`src/rtl/mem_access_unit.sv`:
```
`default_nettype none
// ============================================================================
//  Module      : mem_access_unit
//  Description : Load/store sequencer for a byte-addressed, big-endian,
//                word-wide data RAM. Aligns and extends loads and performs
//                SB/SH as read-modify-write of the containing word.
//  Revision    : 1.0 - initial release
// ============================================================================
module mem_access_unit #(
   parameter int MEM_BYTES = 61
) (
   input  logic        CLK,
   input  logic        Reset,
   input  logic        Req,
   input  logic [3:0]  Op,
   input  logic [31:0] Addr,
   input  logic [31:0] StoreData,
   output logic        Busy,
   output logic        Done,
   output logic        Err,
   output logic [31:0] LoadData,
   output logic [31:0] MemAddr,
   output logic [31:0] MemWriteData,
   output logic        MemnRD,
   output logic        MemnWR,
   input  logic [31:0] MemDataIn
);

   typedef enum logic [2:0] {
      ST_IDLE = 3'd0,
      ST_RD   = 3'd1,
      ST_WR   = 3'd2,
      ST_DONE = 3'd3,
      ST_ERR  = 3'd4
   } state_t;

   state_t      state, state_next;

   // Latched request; the RAM side is driven only from these and the state.
   logic [3:0]  op_q;
   logic [29:0] word_q;
   logic [1:0]  off_q;
   logic [15:0] sdata_q;
   logic [31:0] wword_q;
   logic [31:0] load_q;

   logic        illegal;
   logic        is_sw;
   logic [32:0] last_byte;
   logic [7:0]  byte_lane;
   logic [15:0] half_lane;
   logic [31:0] load_ext;
   logic [31:0] merged;

   // Legality of the incoming request, evaluated at accept time
   always_comb begin
      last_byte = {1'b0, Addr[31:2], 2'b00} + 33'd3;
      illegal   = (Op[1:0] == 2'b11)
                | ((Op[1:0] == 2'b01) && Addr[0])
                | ((Op[1:0] == 2'b10) && (Addr[1:0] != 2'b00))
                | (last_byte > 33'(MEM_BYTES - 1));
      is_sw     = Op[3] && (Op[1:0] == 2'b10);
   end

   // State register
   always_ff @(posedge CLK) begin
      if (Reset) state <= ST_IDLE;
      else       state <= state_next;
   end

   // Next-state decode
   always_comb begin
      state_next = state;
      case (state)
         ST_IDLE: begin
            if (Req) begin
               if (illegal)    state_next = ST_ERR;
               else if (is_sw) state_next = ST_WR;
               else            state_next = ST_RD;
            end
         end
         ST_RD:   state_next = op_q[3] ? ST_WR : ST_DONE;
         ST_WR:   state_next = ST_DONE;
         ST_DONE: state_next = ST_IDLE;
         ST_ERR:  state_next = ST_IDLE;
         default: state_next = ST_IDLE;
      endcase
   end

   // Lane extraction, extension and sub-word merge from the read word (big-endian)
   always_comb begin
      byte_lane = 8'h00;
      case (off_q)
         2'd0: byte_lane = MemDataIn[31:24];
         2'd1: byte_lane = MemDataIn[23:16];
         2'd2: byte_lane = MemDataIn[15:8];
         2'd3: byte_lane = MemDataIn[7:0];
         default: byte_lane = 8'h00;
      endcase
      half_lane = off_q[1] ? MemDataIn[15:0] : MemDataIn[31:16];

      case (op_q[1:0])
         2'b00:   load_ext = op_q[2] ? {24'h0, byte_lane} : {{24{byte_lane[7]}}, byte_lane};
         2'b01:   load_ext = op_q[2] ? {16'h0, half_lane} : {{16{half_lane[15]}}, half_lane};
         default: load_ext = MemDataIn;
      endcase

      merged = MemDataIn;
      if (op_q[1:0] == 2'b00) begin
         case (off_q)
            2'd0: merged[31:24] = sdata_q[7:0];
            2'd1: merged[23:16] = sdata_q[7:0];
            2'd2: merged[15:8]  = sdata_q[7:0];
            2'd3: merged[7:0]   = sdata_q[7:0];
            default: merged = MemDataIn;
         endcase
      end else if (off_q[1]) begin
         merged[15:0]  = sdata_q;
      end else begin
         merged[31:16] = sdata_q;
      end
   end

   // Request capture at accept; load result or merged word at the end of RD
   always_ff @(posedge CLK) begin
      if (Reset) begin
         op_q    <= 4'h0;
         word_q  <= 30'h0;
         off_q   <= 2'd0;
         sdata_q <= 16'h0;
         wword_q <= 32'h0;
         load_q  <= 32'h0;
      end else begin
         if (state == ST_IDLE && Req) begin
            op_q    <= Op;
            word_q  <= Addr[31:2];
            off_q   <= Addr[1:0];
            sdata_q <= StoreData[15:0];
            wword_q <= StoreData;
         end
         if (state == ST_RD) begin
            if (op_q[3]) wword_q <= merged;
            else         load_q  <= load_ext;
         end
      end
   end

   // Status and RAM-side outputs decoded from state and latched request only
   always_comb begin
      Busy         = (state != ST_IDLE);
      Done         = (state == ST_DONE) || (state == ST_ERR);
      Err          = (state == ST_ERR);
      LoadData     = load_q;
      MemAddr      = 32'h0;
      MemWriteData = 32'h0;
      MemnRD       = 1'b1;
      MemnWR       = 1'b1;
      if (state == ST_RD) begin
         MemAddr = {word_q, 2'b00};
         MemnRD  = 1'b0;
      end else if (state == ST_WR) begin
         MemAddr      = {word_q, 2'b00};
         MemWriteData = wword_q;
         MemnWR       = 1'b0;
      end
   end

endmodule
`default_nettype wire

```
`config.mk`:
```
export PLATFORM = sky130hd
export DESIGN_NAME = mem_access_unit
export DESIGN_NICKNAME = d
export VERILOG_FILES = /design/src/rtl/mem_access_unit.sv
export SDC_FILE = /design/constraint.sdc
export NUM_CORES = 1
export LEC_CHECK = 0
export ABC_AREA = 1
export BUFFER_PORTS_ARGS = -buffer_cell sky130_fd_sc_hd__buf_2
export CAP_MARGIN = 20
export CORE_AREA = 3 3 118 120
export DETAILED_ROUTE_END_ITERATION = 8
export DIE_AREA = 0 0 121 123
export PLACE_DENSITY_LB_ADDON = 0.25
export SYNTH_ARGS = -nofsm -noshare
export SYNTH_HDL_FRONTEND = slang
export SYNTH_SLANG_ARGS = --single-unit
```
`constraint.sdc`:
```
create_clock -name CLK -period 1.7 [get_ports CLK]
set_input_delay 0 -clock CLK [delete_from_list [all_inputs] [get_ports CLK]]
set_output_delay 0 -clock CLK [all_outputs]
set_load 0.02 [all_outputs]
```
==> flow_results.org <==
** Floorplanning
- The total area inside the core boundary comes to roughly 13000 um2.
- The die covers between 10000 and 15000 um2.
- The die is between 100 and 150 um wide.
- Number of primary I/O pins :: a little over 200
- In this run the core area contains 42 standard-cell rows.
- The initial utilization of the core area, before any placement, comes to 0.512.
- From bottom edge to top edge, the die measures between 100 and 150 um.

** STA
- Setup repair after global routing could not meet its margin everywhere.
- The final number of max-transition violations was 0.
- Post-route fraction of the period consumed by the critical path :: 0.998
- Setup WS post-layout :: about 0.0035 ns
- Setup violations remaining at the end of the flow were counted as 0.
- Final hold violation count :: 0
- Subtracting the final worst setup slack from the clock period gives approximately 1.7 ns.
- The worst pin sits at a relative slew slack of 0.597.
- Transition time at the pin with the least slew margin :: between 0.6 and 0.7 ns
- For the final database, setup skew stands at between 0.006 and 0.007 ns.
- For this run, the top clock speed supported by timing is a little under 0.6 GHz.

** Clock network
- The root buffer cell chosen for the clock tree is sky130_fd_sc_hd__clkbuf_16.
- TritonCTS clock tree :: yes
- Clock input transition at the sequential cells of the worst setup and hold paths :: roughly 0.050 ns
- In this run the number of H-tree levels came out at 4.
- In this run, CTS created clock tree buffers numbering 17.
- Max clock buf depth :: 2
- Setup repair bufs after CTS :: 0
- At the later pin of the worst-skew pair, clock insertion delay measures roughly 0.42 ns.
- Clock sinks :: between 100 and 150

** Flow run
- Max-cap violations in this run came to 0.

** Setup path
- The critical path ends at MemAddr[29].
- Of all nets on the critical path, the largest fanout is 15.
- Measured in cells, the most critical reg-to-reg path has a length of 8.
- Register-to-register path setup slack :: about 0.17 ns
- The endpoint identified for the worst register-to-register timing path is wword_q[12]$_SDFF_PP0_.
- In this run the critical register-to-register path is launched from state[2]$_SDFFE_PP0P_.
- In this run the worst setup path begins at state[0]$_SDFFE_PP0P_.
- STA classifies the critical path endpoint as a primary output.
- The worst setup path is of the flop to primary output kind.
- Data on the critical path is required at its endpoint by 1.70 ns.
- Kind of start point of the critical path :: flop
- At the worst endpoint, the arrival time is 1.70 ns.

** Layout
- Area growth, synth to finish :: 39.7%
- # diodes :: 0
- Net total in the final layout :: 1415
- Share of cells above drive strength 1 :: 0.226
- Final standard cell count with taps included and fillers excluded :: between 1500 and 2000

** Synthesis
- Synth area leaders :: sky130_fd_sc_hd__dfxtp_1 (36%), sky130_fd_sc_hd__o21ai_0 (13%), sky130_fd_sc_hd__nor2_1 (12%), sky130_fd_sc_hd__a21oi_1 (9.8%), sky130_fd_sc_hd__nand2_1 (7.1%)
- The number of different library cells used by synthesis comes to 33.
- By instance count, the leading cell after synthesis is sky130_fd_sc_hd__nor2_1.
- Counting instances in the post-synthesis netlist gives the leading cell types as sky130_fd_sc_hd__nor2_1 (206), sky130_fd_sc_hd__o21ai_0 (171), sky130_fd_sc_hd__a21oi_1 (131), sky130_fd_sc_hd__nand2_1 (126), sky130_fd_sc_hd__inv_1 (121).
- Area of the mapped netlist :: ~6700 um2
- For this run, the number of Yosys warnings is 0.
- Number of synthesized flops with an enable pin :: 0
- In this run, synthesis produced a sequential element count of ~120.
- Top FF cell, synth :: sky130_fd_sc_hd__dfxtp_1
- Of the post-synthesis cell area, the dominant cell type holds 0.355.
- Post-Syn Instances :: between 1000 and 1500
- Average cell area after synthesis :: ~6.3 um2
- Sequential area share after synthesis :: 0.355
- Of all flip-flops after synthesis, the portion carrying an async set or reset was 0.
- Cell type contributing the most total cell area after synthesis :: sky130_fd_sc_hd__dfxtp_1

** Detailed routing
- Detailed routing inserted a total of between 7000 and 8000 vias.
- Drt initial violations :: 710
- The first TritonRoute pass finished after 6 iterations.
- Detailed Route WL :: 23600 um
- DRC violations left :: 0
- Via-per-instance ratio :: between 5 and 6
- Post-detailed-route count of antenna-violating nets :: 0
- Routed wire per std cell :: 15.7 um

** Status
- The run finished with clean final reports.

** Power
- Of the total power, the clock network draws 0.457.
- P per Cell Area :: 868 nW/um2
- Internal Power :: 5.87 mW
- Across the VDD grid, the largest voltage drop is around 0.70 mV.
- The share of total power dissipated in combinational logic is 0.174.
- Sequential cell fraction of total power :: 0.369
- Summed over all cells, the static leakage comes to 4.30 nW.
- The analysis attributes to net switching a power of 2.26 mW.
- Proportion of total power due to net switching :: 0.278

** Global routing
- The via count of the first global-routing pass is 7188.
- The first global-routing pass estimated about 36000 um of wire.
- The initial antenna violation count is 1.
- Residual overflow from global routing :: 0
- Entering global routing, the biggest net connects between 70 and 80 pins.
- Across every metal layer, demand over resource in global routing totals 0.306.

** Place
- In this run, placement finished with an instance count of approximately 1400.
- Post-Place Worst Slack :: between 0.1 and 0.15 ns
- Summed over all nets, the half-perimeter wirelength after detailed placement is between 15000 and 20000 um.
- Count of input and output buffers :: between 200 and 250
- Final RePlAce weighted congestion :: 0.914

** Min path
- Class of the tightest hold or removal check :: input port to flop
-- area by class of cell --
class                           count  area, um2
Multi-Input combinational cell    739       3480
Tap cell                          176        220
Fill cell                        1052       3720
Sequential cell                   119       2390
Clock buffer                       21        460
Timing Repair Buffer              307       2190
Inverter                          128        480
Clock inverter                     11        146
-- power by group through the flow --
stage	Combinational (mW)	Clock, mW	Sequential [mW]
final	1.42	3.71	3.00
after global routing	1.57	3.86	3.01
after CTS	1.37	3.74	3.00
after detailed placement	1.21	0	3.05
after global placement	1.20	0	3.05
after floorplan	0.849	0	3.03
-- cell usage in the layout (no fill, tap or decap), types with 3 or more instances in the layout --
cell / instances
sky130_fd_sc_hd__nor2_1: 196
sky130_fd_sc_hd__buf_2: 179
sky130_fd_sc_hd__o21ai_0: 171
sky130_fd_sc_hd__a21oi_1: 131
sky130_fd_sc_hd__nand2_1: 124
sky130_fd_sc_hd__inv_1: 118
sky130_fd_sc_hd__dfxtp_1: 117
sky130_fd_sc_hd__dlygate4sd3_1: 82
sky130_fd_sc_hd__buf_4: 34
sky130_fd_sc_hd__nand3_1: 26
sky130_fd_sc_hd__o21ai_1: 23
sky130_fd_sc_hd__clkbuf_16: 18
sky130_fd_sc_hd__o22ai_1: 13
sky130_fd_sc_hd__nor2_2: 10
sky130_fd_sc_hd__inv_2: 9
sky130_fd_sc_hd__nor2_4: 7
sky130_fd_sc_hd__buf_12: 7
sky130_fd_sc_hd__nor3_1: 5
sky130_fd_sc_hd__o211ai_1: 5
sky130_fd_sc_hd__nand2_2: 5
sky130_fd_sc_hd__a21oi_2: 5
sky130_fd_sc_hd__a211oi_1: 4
sky130_fd_sc_hd__bufinv_16: 3
sky130_fd_sc_hd__clkinv_2: 3
-- worst min path at each step --
stage	start	to	slack (ns)	cells after the start
floorplan	StoreData[0]	sdata_q[0]$_SDFFE_PP0P_	0.16	2
global placement	StoreData[9]	sdata_q[9]$_SDFFE_PP0P_	0.28	3
detailed placement	StoreData[14]	sdata_q[14]$_SDFFE_PP0P_	0.28	3
CTS	MemDataIn[21]	LoadData[21]$_SDFFE_PP0P_	0.002	5
global route	MemDataIn[17]	LoadData[17]$_SDFFE_PP0P_	0.04	5
finish	MemDataIn[17]	LoadData[17]$_SDFFE_PP0P_	0.007	5
-- per-layer routing --
layer | vias to the layer above | part of all wire | global-route usage
met4 | 2 | 0.043 | 0.149
met1 | 3571 | 0.41 | 0.387
met3 | 78 | 0.085 | 0.0668
met5 | - | 0.00055 | 0
met2 | 404 | 0.46 | 0.497
li1 | 3927 | - | -
-- kinds of logic (layout without fill, tap and decap cells) --
logic type	count (synthesis)	after routing	share of synthesized area
buf+inv	203	467	0.133
simple gates	383	383	0.238
flops	119	119	0.355
other cells	1	2	0.000559
compound gates	354	354	0.274
-- metrics by stage --
stage / area [um2] / power (mW) / util / TNS, ns / hold WS [ns]
after floorplan: 6710 / 3.88 / - / 0 / 0.163
after global placement: 7790 / 4.25 / 0.595 / 0 / 0.280
after detailed placement: 7790 / 4.27 / 0.595 / 0 / 0.283
after CTS: 9230 / 8.10 / 0.705 / 0 / 0.00162
after global routing: 9370 / 8.44 / 0.716 / -0.0963 / 0.0365
final: 9370 / 8.13 / 0.716 / 0 / 0.00670
-- critical path: stages, from the launching register on --
cell and delay [ns]:
sky130_fd_sc_hd__dfxtp_4 0.36, sky130_fd_sc_hd__inv_2 0.05, sky130_fd_sc_hd__nor2_4 0.10, sky130_fd_sc_hd__nand2_4 0.10
sky130_fd_sc_hd__nand2_1 0.08, sky130_fd_sc_hd__inv_2 0.07, sky130_fd_sc_hd__buf_8 0.17, sky130_fd_sc_hd__nor2_1 0.15
sky130_fd_sc_hd__buf_4 0.18
-- what timing repair did --
item / in CTS / in global routing
hold buffers: 82 / 0
gates resized for setup: 3 / 44
gates cloned: 0 / 1
pin swaps: 0 / 1
setup endpoints to repair: 30 / 69
hold endpoints to repair: 96 / 0
-- flip-flops by register name, summed over array words and instances (netlist names) --
| name | count |
|---|---|
| state | 3 |
| LoadData | 32 |
| op_q | 4 |
| sdata_q | 16 |
| off_q | 2 |
| word_q | 30 |
| wword_q | 32 |
No activity file was read; power rests on OpenSTA's default activity.
